## src/rtl/mips_pkg.sv

```systemverilog
// Shared MIPS control types: state encodings seen by the state controller and the decoder.
package mips_pkg;

  localparam logic [1:0] FETCH_ENC = 2'b00;
  localparam logic [1:0] EXEC1_ENC = 2'b01;
  localparam logic [1:0] EXEC2_ENC = 2'b10;
  localparam logic [1:0] HALT_ENC  = 2'b11;

  typedef enum logic [1:0] {
    FETCH = FETCH_ENC,
    EXEC1 = EXEC1_ENC,
    EXEC2 = EXEC2_ENC,
    HALT  = HALT_ENC
  } state_t;

  localparam int RETIRED_W = 32;

endpackage

```

## src/rtl/mips_state_ctrl_if.sv

```systemverilog
// Decoder <-> state controller signal bundle; master is the decoder/memory side, slave is the controller.
interface mips_state_ctrl_if;
  import mips_pkg::*;

  logic                 halt_req;
  logic                 extra;
  logic                 mem_read;
  logic                 mem_write;
  logic                 waitrequest;
  logic                 md_start;
  logic                 md_done;
  state_t               state;
  logic                 ir_en;
  logic                 pc_en;
  logic                 stall;
  logic                 active;
  logic [RETIRED_W-1:0] retired;

  modport master (
    output halt_req, extra, mem_read, mem_write, waitrequest, md_start, md_done,
    input  state, ir_en, pc_en, stall, active, retired
  );

  modport slave (
    input  halt_req, extra, mem_read, mem_write, waitrequest, md_start, md_done,
    output state, ir_en, pc_en, stall, active, retired
  );

endinterface

```

## src/rtl/mips_state_ctrl.sv

```systemverilog
// Multicycle MIPS sequencer: FETCH/EXEC1/EXEC2/HALT with registered state, active and retired count.
// Strobes are combinational (zero latency); waitrequest and mult/div hold the current state one cycle each.
module mips_state_ctrl
  import mips_pkg::*;
#(
  parameter logic [RETIRED_W-1:0] RETIRED_RST = '0
) (
  input logic             clk,
  input logic             reset,
  mips_state_ctrl_if.slave bus
);

  state_t               state_q, state_d;
  logic                 md_pending_q, md_pending_d;
  logic                 md_served_q, md_served_d;
  logic                 active_q, active_d;
  logic [RETIRED_W-1:0] retired_q;
  logic                 retire;
  logic                 ir_en_c, pc_en_c, stall_c;
  logic                 mem_hold, md_begin, md_hold;

  always_comb begin
    state_d      = state_q;
    md_pending_d = md_pending_q;
    md_served_d  = md_served_q;
    active_d     = active_q;
    ir_en_c      = 1'b0;
    pc_en_c      = 1'b0;
    stall_c      = 1'b0;
    retire       = 1'b0;
    mem_hold     = (bus.mem_read | bus.mem_write) & bus.waitrequest;
    // md_served blocks a still-high md_start from re-arming the unit within one instruction
    md_begin     = bus.md_start & ~md_pending_q & ~md_served_q;
    md_hold      = md_begin | (md_pending_q & ~bus.md_done);

    case (state_q)
      FETCH: begin
        if (bus.halt_req) begin
          state_d  = HALT;
          active_d = 1'b0;
        end else if (bus.mem_read & bus.waitrequest) begin
          stall_c = 1'b1;
        end else begin
          ir_en_c = 1'b1;
          state_d = EXEC1;
        end
      end
      EXEC1: begin
        if (md_begin) begin
          md_pending_d = 1'b1;
          md_served_d  = 1'b1;
        end else if (md_pending_q & bus.md_done) begin
          md_pending_d = 1'b0;
        end
        if (mem_hold | md_hold) begin
          stall_c = 1'b1;
        end else begin
          md_served_d = 1'b0;
          if (bus.extra) begin
            state_d = EXEC2;
          end else begin
            state_d = FETCH;
            pc_en_c = 1'b1;
            retire  = 1'b1;
          end
        end
      end
      EXEC2: begin
        if (bus.mem_read & bus.waitrequest) begin
          stall_c = 1'b1;
        end else begin
          state_d = FETCH;
          pc_en_c = 1'b1;
          retire  = 1'b1;
        end
      end
      default: ;
    endcase

    // reset abandons the instruction: no strobes and no retirement in the reset cycle
    if (reset) begin
      ir_en_c = 1'b0;
      pc_en_c = 1'b0;
      stall_c = 1'b0;
      retire  = 1'b0;
    end
  end

  always_ff @(posedge clk) begin
    if (reset) begin
      state_q      <= FETCH;
      md_pending_q <= 1'b0;
      md_served_q  <= 1'b0;
      active_q     <= 1'b1;
      retired_q    <= RETIRED_RST;
    end else begin
      state_q      <= state_d;
      md_pending_q <= md_pending_d;
      md_served_q  <= md_served_d;
      active_q     <= active_d;
      if (retire) begin
        retired_q <= retired_q + 1'b1;
      end
    end
  end

  assign bus.state   = state_q;
  assign bus.ir_en   = ir_en_c;
  assign bus.pc_en   = pc_en_c;
  assign bus.stall   = stall_c;
  assign bus.active  = active_q;
  assign bus.retired = retired_q;

endmodule

```

## src/flat_wrapper.sv

```systemverilog
// flat-port wrapper written by rule: the top's interface ports become plain ports
module mips_state_ctrl_flat import mips_pkg::*;
#(
  parameter logic [RETIRED_W-1:0] RETIRED_RST = '0
)
  (clk, reset, bus_halt_req, bus_extra, bus_mem_read, bus_mem_write, bus_waitrequest, bus_md_start, bus_md_done, bus_state, bus_ir_en, bus_pc_en, bus_stall, bus_active, bus_retired);
  mips_state_ctrl_if bus_i ();
  input logic clk;
  input logic reset;
  input wire logic [$bits(bus_i.halt_req)-1:0] bus_halt_req;
  input wire logic [$bits(bus_i.extra)-1:0] bus_extra;
  input wire logic [$bits(bus_i.mem_read)-1:0] bus_mem_read;
  input wire logic [$bits(bus_i.mem_write)-1:0] bus_mem_write;
  input wire logic [$bits(bus_i.waitrequest)-1:0] bus_waitrequest;
  input wire logic [$bits(bus_i.md_start)-1:0] bus_md_start;
  input wire logic [$bits(bus_i.md_done)-1:0] bus_md_done;
  output wire logic [$bits(bus_i.state)-1:0] bus_state;
  output wire logic [$bits(bus_i.ir_en)-1:0] bus_ir_en;
  output wire logic [$bits(bus_i.pc_en)-1:0] bus_pc_en;
  output wire logic [$bits(bus_i.stall)-1:0] bus_stall;
  output wire logic [$bits(bus_i.active)-1:0] bus_active;
  output wire logic [$bits(bus_i.retired)-1:0] bus_retired;
  assign bus_i.halt_req = bus_halt_req;
  assign bus_i.extra = bus_extra;
  assign bus_i.mem_read = bus_mem_read;
  assign bus_i.mem_write = bus_mem_write;
  assign bus_i.waitrequest = bus_waitrequest;
  assign bus_i.md_start = bus_md_start;
  assign bus_i.md_done = bus_md_done;
  assign bus_state = bus_i.state;
  assign bus_ir_en = bus_i.ir_en;
  assign bus_pc_en = bus_i.pc_en;
  assign bus_stall = bus_i.stall;
  assign bus_active = bus_i.active;
  assign bus_retired = bus_i.retired;
  mips_state_ctrl #(.RETIRED_RST(RETIRED_RST)) u_core (.clk(clk), .reset(reset), .bus(bus_i));
endmodule
```

## config.mk

```make
export PLATFORM = sky130hd
export DESIGN_NAME = mips_state_ctrl_flat
export DESIGN_NICKNAME = d
export VERILOG_FILES = /design/src/rtl/mips_pkg.sv /design/src/rtl/mips_state_ctrl_if.sv /design/src/rtl/mips_state_ctrl.sv /design/src/flat_wrapper.sv
export SDC_FILE = /design/constraint.sdc
export NUM_CORES = 1
export LEC_CHECK = 0
export CAP_MARGIN = 40
export CORE_MARGIN = 5
export CORE_UTILIZATION = 52
export CTS_CLUSTER_SIZE = 30
export DETAILED_ROUTE_END_ITERATION = 16
export GPL_ROUTABILITY_DRIVEN = 0
export PLACE_DENSITY = 0.84
export SLEW_MARGIN = 10
export SYNTH_ARGS = -nofsm -noshare
export SYNTH_HDL_FRONTEND = slang
export SYNTH_SLANG_ARGS = --single-unit
```

## constraint.sdc

```tcl
create_clock -name clk -period 5.64 [get_ports clk]
set_input_delay 0.846 -clock clk [delete_from_list [all_inputs] [get_ports clk]]
set_output_delay 0.846 -clock clk [all_outputs]
set_load 0.01 [all_outputs]
```

==> metrics.yaml <==
status: "complete, no violations"
num_rows: 21
synthCells: 226
grt_antenna_before_repair: 0
pwr-share-seq: 0.483
ir_drop_v: 0.0002070
path_buf_inv: 3
switchingPower_uw: 193.6
ios: 47
hp-class: "reg -> reg"
setup_tns_ns: 0
relSlewSlack: 0.5566
vias: 1743
switching_share: 0.3198
power.density_mw_per_mm2: 249.4
worstSkewPairLatency_ns: 0.35
instances_no_fill: 319
clock_sinks: 37
wl_per_cell_um: 13.29
leakagePower_uw: 0.0008318
yosys_register_bits: 37
syn-cell-area_mm2: 0.001878
synth_top_flop_cell: "dfxtp_1"
portBuffers: 46
drc: 0
worstSetupPathDepth: 7
grt_pass1_vias: 1621
tightestPinTransition_ns: 0.6630
routed_wl_um: 4240
final_hold_viol_count: 0
cts.clk_slew.worst_paths_ns: 0.11
fin_crit_sh: 0.6690
worstPathCellList: "clkdlybuf4s50_1 > and2_1 > o41ai_4 > buf_4 > nand2_1 > nor2_1 > clkdlybuf4s50_1"
cp_data_required_time_ns: 4.79
rsz0062_at_grt: "no"
cts_inserted_buffers: 5
worstPathArrival_ns: 2.93
drv_cap: 0
worst_path_most_repeated_cell: "clkdlybuf4s50_1"
drtAntennaViolNets: 0
placed_cells: 312
grt_overflow_total: 0
drive_gt1_frac: 0.04762
fin_total_pwr_uw: 605.4
syn2layout_area_growth_pct: 29.25
synthArstFlopShare: 0
setup_ws_ns: 1.867
setup_violations: 0
dr.pass1.iters: 4
antenna_cells: 0
fin_crit_ns: 3.773
clockRootBuffer: "clkbuf_4"
die_y_um: 70.10
slowest_delay_ns: 0.55
cp-end-kind: "primary output"
drv_slew: 0
grt_pass1_wl_um: 7410
cpLargestDelayFamily: "buffers and inverters"
synth_edf_count: 0
die-area_mm2: 0.004913
seq_area_frac_synth: 0.3944
ctsResizeCount: 0
comb_power_share: 0.283
dp_hpwl_um: 3111
n_fill_cell: 302
grt.total_usage: 0.1851
synthDistinctLibCells: 38
routed_via_density: 5.464
cts_tree: "built"
htree_levels: 2
avgSynthCellArea_um2: 8.310
fp.dieW_um: 70.10
cts_setup_buffers: 0
whs_path_depth: 1
syn_nets: 240
fin_nets: 287
p_clk_frac: 0.234
slowest_stage: "clkdlybuf4s50_1"
r2r_cells: 8
grt_max_degree: 24
cp-start-kind: "input pin"
critical_path_class: "in -> out"
drt_iter0_markers: 104
synth_warnings: 0
preCtsSetupSlack_ns: 1.864
finClkSkew_ns: 0.008487
intPower_uw: 411.8
ctsHoldBuffers: 0
cts_max_path_buffers: 2
max_freq_ghz: 0.2650
start_util: 0.5498
cp_max_fo: 23
coreArea_mm2: 0.003416
[flip-flops by register name, summed over array words and instances, names as in the netlist]
signal and flops:
u_core.bus.active 1, u_core.bus.retired 32, u_core.bus.state 2, u_core.md_served_q 1, u_core.md_pending_q 1
[cell type report]
class                   instances  area (um2)  area share
repair buffers                 48       475.5      0.1959
clock buffers                   7       55.05     0.02268
multi-input cells             175        1076      0.4433
well taps                      46       57.56     0.02371
flip-flops and latches         37       740.7      0.3052
inverters                       6       22.52    0.009278
[metrics by stage]
stage               hold WS [ns]    util  instance area [um2]
floorplan                 0.4810       -                 1878
global placement          0.4338  0.6945                 2372
detailed placement        0.4539  0.6945                 2372
CTS                       0.4785  0.7106                 2427
global route              0.5234  0.7106                 2427
finish                    0.4803  0.7106                 2427
[power by group through the flow]
| stage | clock network [uW] | logic [uW] | registers, uW |
|---|---|---|---|
| final | 141 | 171 | 293 |
| after global routing | 156 | 190 | 297 |
| after CTS | 146 | 171 | 293 |
| after detailed placement | 0 | 170 | 299 |
| after global placement | 0 | 167 | 298 |
| after floorplan | 0 | 110 | 300 |
[synthesized netlist by cell type (all sizes together), types with 2 or more instances]
library cell,n,area share
nand3b,3,0.012
a211oi,2,0.0080
dfxtp,37,0.39
xor2,18,0.084
ha,5,0.033
and3,6,0.020
nand4,14,0.050
nor2b,4,0.013
nor2,29,0.058
nand2,19,0.038
nor3,6,0.021
o21ai,9,0.024
buf,3,0.011
clkbuf,5,0.010
nor4,4,0.013
xnor2,3,0.014
and2,3,0.010
or3,8,0.027
a21oi,13,0.035
inv,6,0.012
nand4b,2,0.0093
nand3,16,0.045
o41ai,2,0.019
[cell usage in the layout (no fill, tap or decap), types with 2 or more instances in the layout]
cell type | netlist | routed
a21oi_1 | 13 | 13
xor2_1 | 18 | 18
nor3_1 | 4 | 4
and2_1 | 3 | 3
nand4b_1 | 2 | 2
buf_4 | 0 | 2
nand4_1 | 13 | 13
or3_1 | 8 | 8
nand3_1 | 15 | 15
o21ai_0 | 9 | 9
clkbuf_4 | 0 | 5
nor4_1 | 4 | 4
nand2_1 | 19 | 19
xnor2_1 | 3 | 3
nor2_1 | 29 | 29
a211oi_1 | 2 | 2
dfxtp_1 | 37 | 37
and3_1 | 6 | 6
nor2b_1 | 4 | 4
inv_1 | 6 | 6
nor3_2 | 2 | 2
nand3b_1 | 3 | 3
ha_1 | 5 | 5
clkdlybuf4s50_1 | 0 | 46
[metal layers]
metal / vias to the layer above / routed length (um) / global-route usage
met5: - / 0 / 0
met4: 0 / 95 / 0.09362
met3: 8 / 208 / 0.04304
met2: 47 / 2013 / 0.2886
met1: 791 / 1923 / 0.2379
li1: 897 / - / -
[worst reg2reg max path, cell delays in order, from the launching register on]
cell and delay, ns:
dfxtp_1 0.41, inv_1 0.09, ha_1 0.36, nand3b_1 0.13, o41ai_4 0.22, buf_4 0.29
nand4_2 0.21, or4_1 0.45, a21oi_1 0.15
[worst paths after layout]
check,slack (ns),startpoint,end
setup / recovery,1.87,bus_waitrequest,bus_pc_en
hold / removal,0.48,u_core.bus.active,u_core.bus.active
setup reg to reg,3.27,u_core.bus.state[0],u_core.bus.retired[26]
hold reg to reg,0.48,u_core.bus.active,u_core.bus.active
[kinds of logic after synthesis]
group,count (synthesis),synth area share
buf+inv,14,0.03264
compound gates,31,0.1086
fa+ha+maj,5,0.03331
simple gates,118,0.3331
xor+xnor,21,0.09794
flops,37,0.3944
No activity file was read; power rests on OpenSTA's default activity.
